### src/rtl/uart_rx_byte_buffer_if.sv
// ---------------------------------------------------------------------------
// uart_rx_byte_buffer_if
// Groups the non-clock signals of the UART receive byte buffer.
//   UART side : UART_DATA, UART_RXRDY (from CoreUART), UART_OEN (to CoreUART)
//   CPU side  : POP, CLR_OVF (from MMIO), POP_DATA, FIFO_COUNT, EMPTY, FULL,
//               OVERFLOW, IRQ (to processor)
// Modports:
//   slave  - the buffer itself
//   master - the surrounding system (UART + processor), e.g. a testbench
// ---------------------------------------------------------------------------
interface uart_rx_byte_buffer_if #(
   parameter int ADDR_W = 4
);
   logic [7:0]      UART_DATA;
   logic            UART_RXRDY;
   logic            UART_OEN;
   logic            POP;
   logic [7:0]      POP_DATA;
   logic [ADDR_W:0] FIFO_COUNT;
   logic            EMPTY;
   logic            FULL;
   logic            OVERFLOW;
   logic            CLR_OVF;
   logic            IRQ;

   modport slave (
      input  UART_DATA, UART_RXRDY, POP, CLR_OVF,
      output UART_OEN, POP_DATA, FIFO_COUNT, EMPTY, FULL, OVERFLOW, IRQ
   );

   modport master (
      output UART_DATA, UART_RXRDY, POP, CLR_OVF,
      input  UART_OEN, POP_DATA, FIFO_COUNT, EMPTY, FULL, OVERFLOW, IRQ
   );
endinterface

### src/rtl/uart_rx_byte_buffer.sv
// ---------------------------------------------------------------------------
// uart_rx_byte_buffer
// Drains received bytes from CoreUART (RXRDY / active-low OEN handshake) into a
// DEPTH-entry first-word-fall-through FIFO and raises a level IRQ when the
// fill level reaches THRESH or when data has sat unread for TIMEOUT_CYC cycles.
// Ports:
//   HCLK     - system clock
//   HRESETN  - asynchronous active-low reset
//   bus      - uart_rx_byte_buffer_if.slave (UART handshake + CPU read side)
// ---------------------------------------------------------------------------
module uart_rx_byte_buffer #(
   parameter int DEPTH       = 16,
   parameter int ADDR_W      = 4,
   parameter int THRESH      = 8,
   parameter int TIMEOUT_CYC = 4000
) (
   input  logic                   HCLK,
   input  logic                   HRESETN,
   uart_rx_byte_buffer_if.slave   bus
);

   localparam int TMO_W = $clog2(TIMEOUT_CYC) + 1;

   localparam logic [1:0] ST_IDLE = 2'd0;
   localparam logic [1:0] ST_ACK  = 2'd1;
   localparam logic [1:0] ST_WAIT = 2'd2;

   localparam logic [ADDR_W:0]   DEPTH_CNT  = (ADDR_W+1)'(DEPTH);
   localparam logic [ADDR_W:0]   THRESH_CNT = (ADDR_W+1)'(THRESH);
   localparam logic [ADDR_W:0]   CNT_ONE    = (ADDR_W+1)'(1);
   localparam logic [ADDR_W-1:0] PTR_ONE    = ADDR_W'(1);
   localparam logic [TMO_W-1:0]  TMO_MAX    = TMO_W'(TIMEOUT_CYC);
   localparam logic [TMO_W-1:0]  TMO_ONE    = TMO_W'(1);

   logic [1:0]        state_reg, state_next;
   logic              oen_reg;
   logic [ADDR_W-1:0] wr_ptr_reg, rd_ptr_reg;
   logic [ADDR_W:0]   count_reg, count_next;
   logic              ovf_reg;
   logic              irq_reg;
   logic [TMO_W-1:0]  tmo_cnt_reg, tmo_cnt_next;

   logic [7:0]        mem [DEPTH];

   logic              empty, full, wr_en, pop_valid;

   assign empty     = (count_reg == '0);
   assign full      = (count_reg == DEPTH_CNT);
   // The byte is stored during the single ACK cycle; entry to ACK already
   // required a free slot, so no fullness check is needed here.
   assign wr_en     = (state_reg == ST_ACK);
   assign pop_valid = bus.POP & ~empty;

   // Capture FSM: WAIT holds off until the UART drops RXRDY so the same byte
   // is never captured twice.
   always_comb begin
      state_next = state_reg;
      case (state_reg)
         ST_IDLE: if (bus.UART_RXRDY && !full) state_next = ST_ACK;
         ST_ACK:  state_next = ST_WAIT;
         ST_WAIT: if (!bus.UART_RXRDY) state_next = ST_IDLE;
         default: state_next = ST_IDLE;
      endcase
   end

   always_comb begin
      count_next = count_reg;
      case ({wr_en, pop_valid})
         2'b10:   count_next = count_reg + CNT_ONE;
         2'b01:   count_next = count_reg - CNT_ONE;
         default: count_next = count_reg;
      endcase
   end

   // Idle timer: counts cycles of unchanged, non-empty FIFO; saturates.
   always_comb begin
      tmo_cnt_next = tmo_cnt_reg;
      if (wr_en || pop_valid || empty)
         tmo_cnt_next = '0;
      else if (tmo_cnt_reg != TMO_MAX)
         tmo_cnt_next = tmo_cnt_reg + TMO_ONE;
   end

   always_ff @(posedge HCLK or negedge HRESETN) begin
      if (!HRESETN) begin
         state_reg   <= ST_IDLE;
         oen_reg     <= 1'b1;
         wr_ptr_reg  <= '0;
         rd_ptr_reg  <= '0;
         count_reg   <= '0;
         ovf_reg     <= 1'b0;
         irq_reg     <= 1'b0;
         tmo_cnt_reg <= '0;
      end else begin
         state_reg   <= state_next;
         // OEN is low exactly while the FSM sits in ACK.
         oen_reg     <= (state_next != ST_ACK);
         count_reg   <= count_next;
         tmo_cnt_reg <= tmo_cnt_next;
         if (wr_en)
            wr_ptr_reg <= wr_ptr_reg + PTR_ONE;
         if (pop_valid)
            rd_ptr_reg <= rd_ptr_reg + PTR_ONE;
         // A byte waiting while full means the UART may overrun; setting wins
         // over a simultaneous clear so the event is never missed.
         if ((state_reg == ST_IDLE) && bus.UART_RXRDY && full)
            ovf_reg <= 1'b1;
         else if (bus.CLR_OVF)
            ovf_reg <= 1'b0;
         irq_reg <= (count_next >= THRESH_CNT) | (tmo_cnt_next == TMO_MAX);
      end
   end

   // Storage is not reset; contents are only visible while the FIFO is non-empty.
   always_ff @(posedge HCLK) begin
      if (wr_en)
         mem[wr_ptr_reg] <= bus.UART_DATA;
   end

   assign bus.UART_OEN   = oen_reg;
   assign bus.FIFO_COUNT = count_reg;
   assign bus.EMPTY      = empty;
   assign bus.FULL       = full;
   assign bus.OVERFLOW   = ovf_reg;
   assign bus.IRQ        = irq_reg;
   // First-word-fall-through read; forced to zero when there is no head byte.
   assign bus.POP_DATA   = empty ? 8'h00 : mem[rd_ptr_reg];

endmodule

### src/flat_wrapper.sv
// flat-port wrapper written by rule: the top's interface ports become plain ports
module uart_rx_byte_buffer_flat 
#(
   parameter int DEPTH       = 16,
   parameter int ADDR_W      = 4,
   parameter int THRESH      = 8,
   parameter int TIMEOUT_CYC = 4000
)
  (HCLK, HRESETN, bus_UART_DATA, bus_UART_RXRDY, bus_POP, bus_CLR_OVF, bus_UART_OEN, bus_POP_DATA, bus_FIFO_COUNT, bus_EMPTY, bus_FULL, bus_OVERFLOW, bus_IRQ);
  uart_rx_byte_buffer_if #(.ADDR_W(ADDR_W)) bus_i ();
  input  logic HCLK;
  input  logic HRESETN;
  input wire logic [$bits(bus_i.UART_DATA)-1:0] bus_UART_DATA;
  input wire logic [$bits(bus_i.UART_RXRDY)-1:0] bus_UART_RXRDY;
  input wire logic [$bits(bus_i.POP)-1:0] bus_POP;
  input wire logic [$bits(bus_i.CLR_OVF)-1:0] bus_CLR_OVF;
  output wire logic [$bits(bus_i.UART_OEN)-1:0] bus_UART_OEN;
  output wire logic [$bits(bus_i.POP_DATA)-1:0] bus_POP_DATA;
  output wire logic [$bits(bus_i.FIFO_COUNT)-1:0] bus_FIFO_COUNT;
  output wire logic [$bits(bus_i.EMPTY)-1:0] bus_EMPTY;
  output wire logic [$bits(bus_i.FULL)-1:0] bus_FULL;
  output wire logic [$bits(bus_i.OVERFLOW)-1:0] bus_OVERFLOW;
  output wire logic [$bits(bus_i.IRQ)-1:0] bus_IRQ;
  assign bus_i.UART_DATA = bus_UART_DATA;
  assign bus_i.UART_RXRDY = bus_UART_RXRDY;
  assign bus_i.POP = bus_POP;
  assign bus_i.CLR_OVF = bus_CLR_OVF;
  assign bus_UART_OEN = bus_i.UART_OEN;
  assign bus_POP_DATA = bus_i.POP_DATA;
  assign bus_FIFO_COUNT = bus_i.FIFO_COUNT;
  assign bus_EMPTY = bus_i.EMPTY;
  assign bus_FULL = bus_i.FULL;
  assign bus_OVERFLOW = bus_i.OVERFLOW;
  assign bus_IRQ = bus_i.IRQ;
  uart_rx_byte_buffer #(.DEPTH(DEPTH), .ADDR_W(ADDR_W), .THRESH(THRESH), .TIMEOUT_CYC(TIMEOUT_CYC)) u_core (.HCLK(HCLK), .HRESETN(HRESETN), .bus(bus_i));
endmodule
### config.mk
export PLATFORM = sky130hd
export DESIGN_NAME = uart_rx_byte_buffer_flat
export DESIGN_NICKNAME = d
export VERILOG_FILES = /design/src/rtl/uart_rx_byte_buffer_if.sv /design/src/rtl/uart_rx_byte_buffer.sv /design/src/flat_wrapper.sv
export SDC_FILE = /design/constraint.sdc
export NUM_CORES = 1
export LEC_CHECK = 0
export ABC_AREA = 1
export BUFFER_PORTS_ARGS = -buffer_cell sky130_fd_sc_hd__buf_2
export CELL_PAD_IN_SITES_DETAIL_PLACEMENT = 1
export CELL_PAD_IN_SITES_GLOBAL_PLACEMENT = 2
export CORE_MARGIN = 2
export CORE_UTILIZATION = 38
export CTS_CLUSTER_DIAMETER = 120
export DETAILED_ROUTE_END_ITERATION = 8
export GPL_TIMING_DRIVEN = 0
export MAX_ROUTING_LAYER = met4
export PLACE_DENSITY_LB_ADDON = 0.1
export SYNTH_ARGS = -nofsm -noshare
export SYNTH_HDL_FRONTEND = slang
export SYNTH_SLANG_ARGS = --single-unit
### constraint.sdc
create_clock -name HCLK -period 2.15 [get_ports HCLK]
set_clock_uncertainty 0.05 [all_clocks]
set_input_delay 0.5375 -clock HCLK [delete_from_list [all_inputs] [get_ports HCLK]]
set_output_delay 0.5375 -clock HCLK [all_outputs]
set_load 0.05 [all_outputs]
==> flow_summary.json, run 1 <==
{
  "worst_slew_pin_slew_ns": 0.950,
  "wl_met2_um": 10400,
  "clkTransAtPathRegs_ns": 0.06,
  "cts_tree": "done",
  "largest_reg_flops": 128,
  "grt_max_degree": 32,
  "clkLatencyLatePin_ns": 0.43,
  "power.total_w": 0.0140,
  "violations": "negative setup slack",
  "antenna_found_initial": 0,
  "wl_um": 20400,
  "p_seq_share_pct": 28.2,
  "drt_iter0_drc": 256,
  "slew_headroom_pct": 36.4,
  "final_cell_mix": "edfxtp_1 (128), nor2_1 (83), nand2_1 (64)",
  "cap_viol_max_count": 0,
  "rsz0062_at_grt": "yes",
  "vdd_drop_max_v": 0.00132,
  "max_stage_delay_ns": 0.48,
  "synth_area_per_cell_um2": 11.4,
  "wl_per_cell_um": 22.3,
  "cts_buffer_depth": 2,
  "first_global_vias": 5282,
  "dr.pass1.iters": 5,
  "path_delay_family": "buffers and inverters",
  "p_leak_nw": 3.33,
  "cts_buffers": 17,
  "core-area_um2": 17400,
  "combPwrFrac_pct": 50.2,
  "root_buffer": "clkbuf_16",
  "final_common_cell": "edfxtp_1",
  "viasPerCell": 5.41,
  "p_int_w": 0.00813,
  "p_sw_share_pct": 41.7,
  "route.detailed.drc": 0,
  "area.growth.synth_to_final_pct": 31.9,
  "start_util_pct": 39.2,
  "nNetsFinal": 704,
  "routabilityCongestion": 0.790,
  "cp.arrival_ns": 2.10,
  "met3_length_um": 724,
  "yosysWarnings": 0,
  "crit_type": "flip-flop to primary output",
  "seq_area_frac_synth_pct": 67.7,
  "p_per_area_nw_per_um2": 1550,
  "endpoint_kind": "primary output",
  "grt_usage_pct": 23.5,
  "syn-cell-area_um2": 6820,
  "cp.required_ns": 1.56,
  "synth_nets": 623,
  "fp-row-count": 48,
  "hold_path.class": "input pin to async pin",
  "post-route-period-util_pct": 125,
  "drive_gt1_share_pct": 31.8,
  "ys_seq_elements": 159,
  "synthCells": 599,
  "pwr-share-clk_pct": 21.6,
  "hold_ws_ns": 0.115,
  "cpMaxStageDelayCell": "dfrtp_2",
  "hpwl_um": 13000,
  "period_minus_slack_ns": 2.69,
  "final_hold_viol_count": 0,
  "r2r_slack_ns": -0.04,
  "switchingPower_w": 0.00582,
  "die_h_um": 138,
  "ioPinCount": 31,
  "die_w_um": 138,
  "antenna_cells": 0,
  "hold_buffers": 0,
  "ant_nets": 0,
  "max_freq_mhz": 372,
  "outcome": "finished, violations left",
  "ys_types": 30,
  "critPathLaunchType": "flip-flop",
  "cts_num_sinks": 159,
  "vias": 4962,
  "htreeDepth": 4,
  "crit_chain": "clkinv_4 > clkbuf_16 > buf_12 > o21ai_4 > o221ai_4 > nand3_2 > a21oi_4 > buf_6",
  "grt_pass1_wl_um": 30800,
  "worstPathMaxFanout": 8,
  "drt-met1-wl_um": 8770,
  "routed.top_layer": "met4",
  "path_buf_inv": 4,
  "port_buffers": 30,
  "dieArea_um2": 19000,
  "setup_slack_ns": -0.539,
  "maxSlewViolCount": 0,
  "grt_overflow": 0,
  "setup-violations-final": 9
}
-- cell usage after synthesis --
master    number  area [um2]
a21oi_1       13        65.1
a21oi_2        1        8.76
and2_1         1        6.26
buf_2          8        40.0
buf_4          1        7.51
clkbuf_1      14        52.6
clkinv_1       3        11.3
dfrtp_1       30         751
dfstp_2        1        26.3
edfxtp_1     128        3840
ha_1          11         138
inv_1         44         165
inv_2          3        11.3
inv_6          1        8.76
nand2_1       67         251
nand2_2        1        6.26
nand2_4        1        11.3
nand3_1       40         200
nand3_2        2        20.0
nand4_1        4        25.0
nor2_1       102         383
nor2_2         1        6.26
nor2_4         2        22.5
nor3_1         1        5.00
o211ai_1       1        7.51
o21ai_0       69         345
o21ai_1        6        30.0
o221ai_1      29         254
o22ai_1        2        12.5
xor2_1        12         105
-- what timing repair did --
item | in CTS | in global routing
gates resized for setup | 169 | 41
endpoints found under the setup margin | 142 | 62
hold endpoints to repair | 0 | 0
cloned | 3 | 1
pin swaps | 51 | 26
setup buffers | 25 | 6
-- area by class of cell --
type,instances,area [um2]
plain buffers,21,298
clock buffers,19,433
clock inverters,12,145
fillers,1842,8420
inverters,51,230
multi-input cells,366,2430
flip-flops and latches,159,4630
well taps,225,282
repair buffers,63,537
repair inverters,1,8.76
-- kinds of logic after synthesis --
group	Yosys count	share of synthesized area [%]
AO/OA/AOI/OAI	121	10.6
XOR/XNOR	12	1.54
adder cells (fa/ha/maj)	11	2.02
buffers and inverters	74	4.35
flip-flops	159	67.7
AND/OR/NAND/NOR	222	13.7
-- through the flow --
stage / instance area (um2) / std cells / utilization, % / setup WS [ns] / setup TNS [ns]
3_5_place_dp: 7380 / 854 / 42.4 / -0.799 / -26.33
3_3_place_gp: 7380 / 854 / 42.4 / -0.766 / -20.15
5_1_grt: 8990 / 917 / 51.6 / -0.589 / -4.97
4_1_cts: 8850 / 912 / 50.8 / -0.563 / -4.52
2_1_floorplan: 6950 / 599 / - / -0.168 / -0.603
6_report: 8990 / 917 / 51.6 / -0.539 / -4.24
-- power groups by stage --
stage / sequential (W) / combinational, W / clock, W
floorplan: 0.00412 / 0.00315 / 0
global placement: 0.00394 / 0.00475 / 0
detailed placement: 0.00395 / 0.00488 / 0
CTS: 0.00393 / 0.00677 / 0.00305
global route: 0.00397 / 0.00746 / 0.00317
finish: 0.00393 / 0.00700 / 0.00302
-- worst paths after layout --
kind	startpoint	end	cells past startpoint
max in group asynchronous	HRESETN	u_core.rd_ptr_reg[3]	1
hold / removal	HRESETN	u_core.bus.FIFO_COUNT[1]	1
setup reg to reg	u_core.bus.FIFO_COUNT[0]	u_core.bus.IRQ	17
setup / recovery	u_core.rd_ptr_reg[0]	bus_POP_DATA[1]	8
min in group HCLK	bus_CLR_OVF	u_core.bus.OVERFLOW	2
hold reg to reg	u_core.bus.OVERFLOW	u_core.bus.OVERFLOW	2
-- layer usage --
| layer | GRT usage [%] | up-vias |
|---|---|---|
| met3 | 4.20 | 29 |
| li1 | - | 2285 |
| met2 | 38.9 | 114 |
| met5 | - | - |
| met1 | 28.6 | 2534 |
| met4 | 9.18 | 0 |
Power figures use the tool's default switching activity.
==> run 2: changes to the inputs <==
- CORE_ASPECT_RATIO: unset -> 0.6
==> flow_summary.json, run 2 (synthesis gave the netlist of run 1 again) <==
{
  "outcome": "finished, violations left",
  "violations": "negative setup slack",
  "post-route-period-util_pct": 130,
  "antenna_found_initial": 0,
  "wl_um": 22300,
  "design_area_um2": 9090,
  "worst_slew_pin_slew_ns": 0.893,
  "ant_nets": 0,
  "cts_buffers": 17,
  "final_cells": 933,
  "setup-violations-final": 10,
  "n_fill_cell": 1792,
  "crit_type": "flip-flop to primary output",
  "wl_per_cell_um": 23.9,
  "rsz0062_at_grt": "yes",
  "multi_input_area_um2": 2430,
  "dpl_cell_area_um2": 7390,
  "r2r_slack_ns": -0.28,
  "p_per_area_nw_per_um2": 1580,
  "hold_ws_ns": 0.124,
  "routabilityCongestion": 0.828,
  "htreeDepth": 4,
  "rr_endpoint": "u_core.bus.IRQ",
  "vias": 5108,
  "hold_buffers": 0,
  "route.detailed.drc": 0,
  "endpoint_kind": "primary output",
  "cp.required_ns": 1.56,
  "clkLatencyLatePin_ns": 0.43,
  "grt_usage_pct": 24.5,
  "grt_pass1_wl_um": 32500,
  "p_leak_nw": 3.35,
  "critPathLaunchType": "flip-flop",
  "port_buffers": 30,
  "die_w_um": 177,
  "regArea_um2": 4630,
  "viasPerCell": 5.47,
  "cts_tree": "done",
  "start_util_pct": 39.3,
  "vdd_drop_max_v": 0.000620,
  "clkTransAtPathRegs_ns": 0.08,
  "dr.pass1.iters": 5,
  "cap_viol_max_count": 0,
  "ff2ff_path_depth": 18,
  "cp.arrival_ns": 2.21,
  "ioPinCount": 31,
  "setup_slack_ns": -0.645,
  "antenna_cells": 0,
  "maxSlewViolCount": 0,
  "max_freq_mhz": 358,
  "nNetsFinal": 710,
  "largest_reg_flops": 128,
  "root_buffer": "clkbuf_16",
  "worstPathMaxFanout": 6,
  "grt_max_degree": 32,
  "area.growth.synth_to_final_pct": 33.2,
  "hpwl_um": 14100,
  "drive_gt1_share_pct": 33.3,
  "final_cell_mix": "edfxtp_1 (128), nor2_1 (80), nand2_1 (63)",
  "die_h_um": 108,
  "grt_overflow": 0,
  "final_common_cell": "edfxtp_1",
  "first_global_vias": 5206,
  "cts_buffer_depth": 2,
  "power.total_w": 0.0143,
  "place_inst": 863,
  "pre_cts_ws_ns": -1.04,
  "worstReg2RegStart": "u_core.bus.FIFO_COUNT[2]",
  "cts_num_sinks": 159,
  "fp-row-count": 37,
  "dieArea_um2": 19100,
  "period_minus_slack_ns": 2.79,
  "slew_headroom_pct": 40.3,
  "hold_path.class": "input pin to async pin",
  "core-area_um2": 17400,
  "drt_iter0_drc": 504,
  "final_hold_viol_count": 0
}
## run 2: cell count changes in the layout (fill, tap and decap cells not counted), sizes merged
cell	delta
clkinv	-1
bufinv	-2
buf	+8
inv	+5
clkinvlp	+2
clkbuf	-5
## run 2: how the worst max path moves through the flow
stage,start,end,slack [ns],depth (start not counted)
floorplan,u_core.bus.FIFO_COUNT[3],u_core.bus.IRQ,-0.17,17
global placement,u_core.rd_ptr_reg[1],bus_POP_DATA[1],-0.96,7
detailed placement,u_core.rd_ptr_reg[1],bus_POP_DATA[1],-1.04,7
CTS,u_core.rd_ptr_reg[0],bus_POP_DATA[6],-0.62,8
global route,u_core.rd_ptr_reg[2],bus_POP_DATA[4],-0.69,7
finish,u_core.rd_ptr_reg[0],bus_POP_DATA[4],-0.64,7
## run 2: worst max-delay path, stage by stage, from the launching register on
cell	delay, ns
dfrtp_2	0.52
clkinv_4	0.16
clkbuf_16	0.18
o21ai_2	0.06
o221ai_2	0.27
nand3_2	0.14
a21oi_4	0.24
buf_6	0.19
## run 2: stage by stage
step           utilization (%)  setup TNS (ns)
3_3_place_gp              42.6          -48.34
2_1_floorplan                -          -0.603
4_1_cts                   50.1           -5.13
3_5_place_dp              42.6          -59.43
6_report                  52.3           -5.20
5_1_grt                   52.3           -6.11
## run 2: per-layer routing
layer / vias up / share of wire, % / wire (um) / track usage (%)
met5: - / 0 / 0 / -
met4: 0 / 0.61 / 136 / 4.49
met3: 16 / 5.8 / 1280 / 3.78
met2: 150 / 45 / 9940 / 34.8
met1: 2644 / 49 / 11000 / 37.2
li1: 2298 / - / - / -
## run 2: area by class of cell
class / instances / share of cell area (%)
sequential: 159 / 50.9
clock buffer: 17 / 4.68
multi-input combinational: 366 / 26.8
timing repair buffer: 67 / 6.60
tap: 234 / 3.22
buffer: 22 / 3.33
timing repair inverter: 2 / 0.248
clock inverter: 15 / 1.69
inverter: 51 / 2.51
## run 2: power breakdown
group          internal [W]  total, W  switching, W  leakage, nW
Clock               0.00163   0.00301       0.00138        0.273
Combinational       0.00277   0.00735       0.00459         1.54
Sequential          0.00366   0.00396      0.000305         1.54
Total               0.00805    0.0143       0.00627         3.35
## run 2: timing repair
item                                    in CTS  in global routing
resized for setup                          131                 94
endpoints found under the setup margin     146                 54
pin swaps                                   29                 50
buffers inserted                            27                  9
cloned                                       2                  4
==> run 3: changes to the inputs <==
- PLACE_DENSITY: unset -> 0.77
- PLACE_DENSITY_LB_ADDON: 0.1 -> unset
==> flow_summary.json, run 3 (synthesis gave the netlist of run 1 again) <==
{
  "wl_um": 22200,
  "antenna_found_initial": 0,
  "cp.required_ns": 1.56,
  "ant_nets": 0,
  "final_cell_mix": "edfxtp_1 (128), nor2_1 (85), nand2_1 (62)",
  "critPathLaunchType": "flip-flop",
  "outcome": "finished, violations left",
  "endpoint_kind": "primary output",
  "vias": 5156,
  "design_area_um2": 8880,
  "p_leak_nw": 3.27,
  "vdd_drop_max_v": 0.000636,
  "setup-violations-final": 10,
  "routabilityCongestion": 0.852,
  "regArea_um2": 4630,
  "drt_iter0_drc": 444,
  "cts_tree": "done",
  "final_common_cell": "edfxtp_1",
  "maxSlewViolCount": 0,
  "drive_gt1_share_pct": 30.0,
  "core-area_um2": 17400,
  "fp-row-count": 37,
  "max_freq_mhz": 368,
  "wl_per_cell_um": 24.2,
  "htreeDepth": 4,
  "dieArea_um2": 19100,
  "ioPinCount": 31,
  "dpl_cell_area_um2": 7390,
  "cts_num_sinks": 159,
  "antenna_cells": 0,
  "hold_ws_ns": 0.130,
  "final_hold_viol_count": 0,
  "grt_max_degree": 32,
  "die_h_um": 108,
  "slew_headroom_pct": 37.3,
  "root_buffer": "clkbuf_16",
  "p_per_area_nw_per_um2": 1570,
  "n_fill_cell": 1815,
  "rsz0062_at_grt": "yes",
  "area.growth.synth_to_final_pct": 30.2,
  "largest_reg_flops": 128,
  "clkLatencyLatePin_ns": 0.44,
  "worst_slew_pin_slew_ns": 0.936,
  "route.detailed.drc": 0,
  "cp.arrival_ns": 2.13,
  "period_minus_slack_ns": 2.72,
  "cts_buffer_depth": 2,
  "grt_overflow": 0,
  "path_delay_family": "buffers and inverters",
  "crit_type": "flip-flop to primary output",
  "viasPerCell": 5.62,
  "violations": "negative setup slack",
  "multi_input_area_um2": 2360,
  "pre_cts_ws_ns": -0.884,
  "grt_pass1_wl_um": 32900,
  "path_buf_inv": 4,
  "hold_path.class": "input pin to async pin",
  "worstReg2RegStart": "u_core.bus.FIFO_COUNT[2]",
  "setup_slack_ns": -0.567,
  "first_global_vias": 5305,
  "worstPathMaxFanout": 7,
  "clkTransAtPathRegs_ns": 0.06,
  "start_util_pct": 39.3,
  "crit_chain": "buf_12 > inv_16 > clkbuf_16 > o21ai_2 > o221ai_4 > nand3_2 > a21oi_4 > buf_6",
  "post-route-period-util_pct": 126,
  "power.total_w": 0.0139,
  "cts_buffers": 17,
  "crit_path_start": "u_core.rd_ptr_reg[1]",
  "cpMaxStageDelayCell": "dfrtp_2",
  "die_w_um": 177,
  "cap_viol_max_count": 0,
  "max_stage_delay_ns": 0.44,
  "hpwl_um": 14100,
  "dr.pass1.iters": 5,
  "nNetsFinal": 695,
  "port_buffers": 30,
  "grt_usage_pct": 25.1
}
-- run 3: cell count changes in the layout (fill, tap and decap cells not counted), sizes merged --
cell           previous run  this run
clkinv                   12         8
buf                      82        63
clkbuf                   24        31
clkdlybuf4s18             0         1
-- run 3: report_power, final --
group          internal, W  switching [W]  total, W
registers          0.00366       0.000271   0.00393
clock network      0.00159        0.00131   0.00290
logic              0.00259        0.00448   0.00707
total              0.00784        0.00606    0.0139
-- run 3: layer usage --
metal | up-vias | global-route usage (%) | part of all wire [%]
met3 | 32 | 6.96 | 7.1
met2 | 171 | 35.2 | 44
li1 | 2262 | - | -
met4 | 0 | 7.85 | 1.5
met1 | 2691 | 35.3 | 48
met5 | - | - | 0
-- run 3: timing repair --
item / in CTS / in global routing
setup buffers: 19 / 0
hold endpoints to repair: 0 / 0
resized for setup: 153 / 53
gates cloned: 4 / 1
hold buffers: 0 / 0
endpoints found under the setup margin: 148 / 62
pin swaps: 37 / 28
-- run 3: metrics by stage --
step,instances,utilization (%),TNS [ns]
final,918,51.1,-4.58
after detailed placement,863,42.6,-56.66
after global routing,918,51.1,-5.40
after CTS,917,50.2,-4.54
after global placement,863,42.6,-45.70
after floorplan,599,-,-0.603
-- run 3: final cells by class --
cell class | instances | area share, %
plain buffers | 22 | 3.88
clock buffers | 19 | 4.88
flip-flops and latches | 159 | 52.1
clock inverters | 13 | 1.28
inverters | 51 | 2.68
well taps | 234 | 3.30
repair buffers | 54 | 5.23
multi-input cells | 366 | 26.6
-- run 3: final timing paths --
kind | endpoint | slack [ns] | cells after the start
min in group HCLK | u_core.bus.OVERFLOW | 0.23 | 2
hold / removal | u_core.tmo_cnt_reg[10] | 0.13 | 1
setup reg to reg | u_core.bus.IRQ | -0.20 | 18
hold reg to reg | u_core.bus.OVERFLOW | 0.48 | 2
setup / recovery | bus_POP_DATA[2] | -0.57 | 8
max in group asynchronous | u_core.rd_ptr_reg[1] | 1.36 | 1
-- run 3: worst register-to-register path, delay by kind of cell (launching register included) --
family	cells	cell delay [ns]
adders and majority gates	2	0.34
buffers and inverters	2	0.20
AOI/OAI and AO/OA	2	0.19
xor gates and xnor gates	1	0.15
DFF	1	0.44
and+or+nand+nor	11	0.85
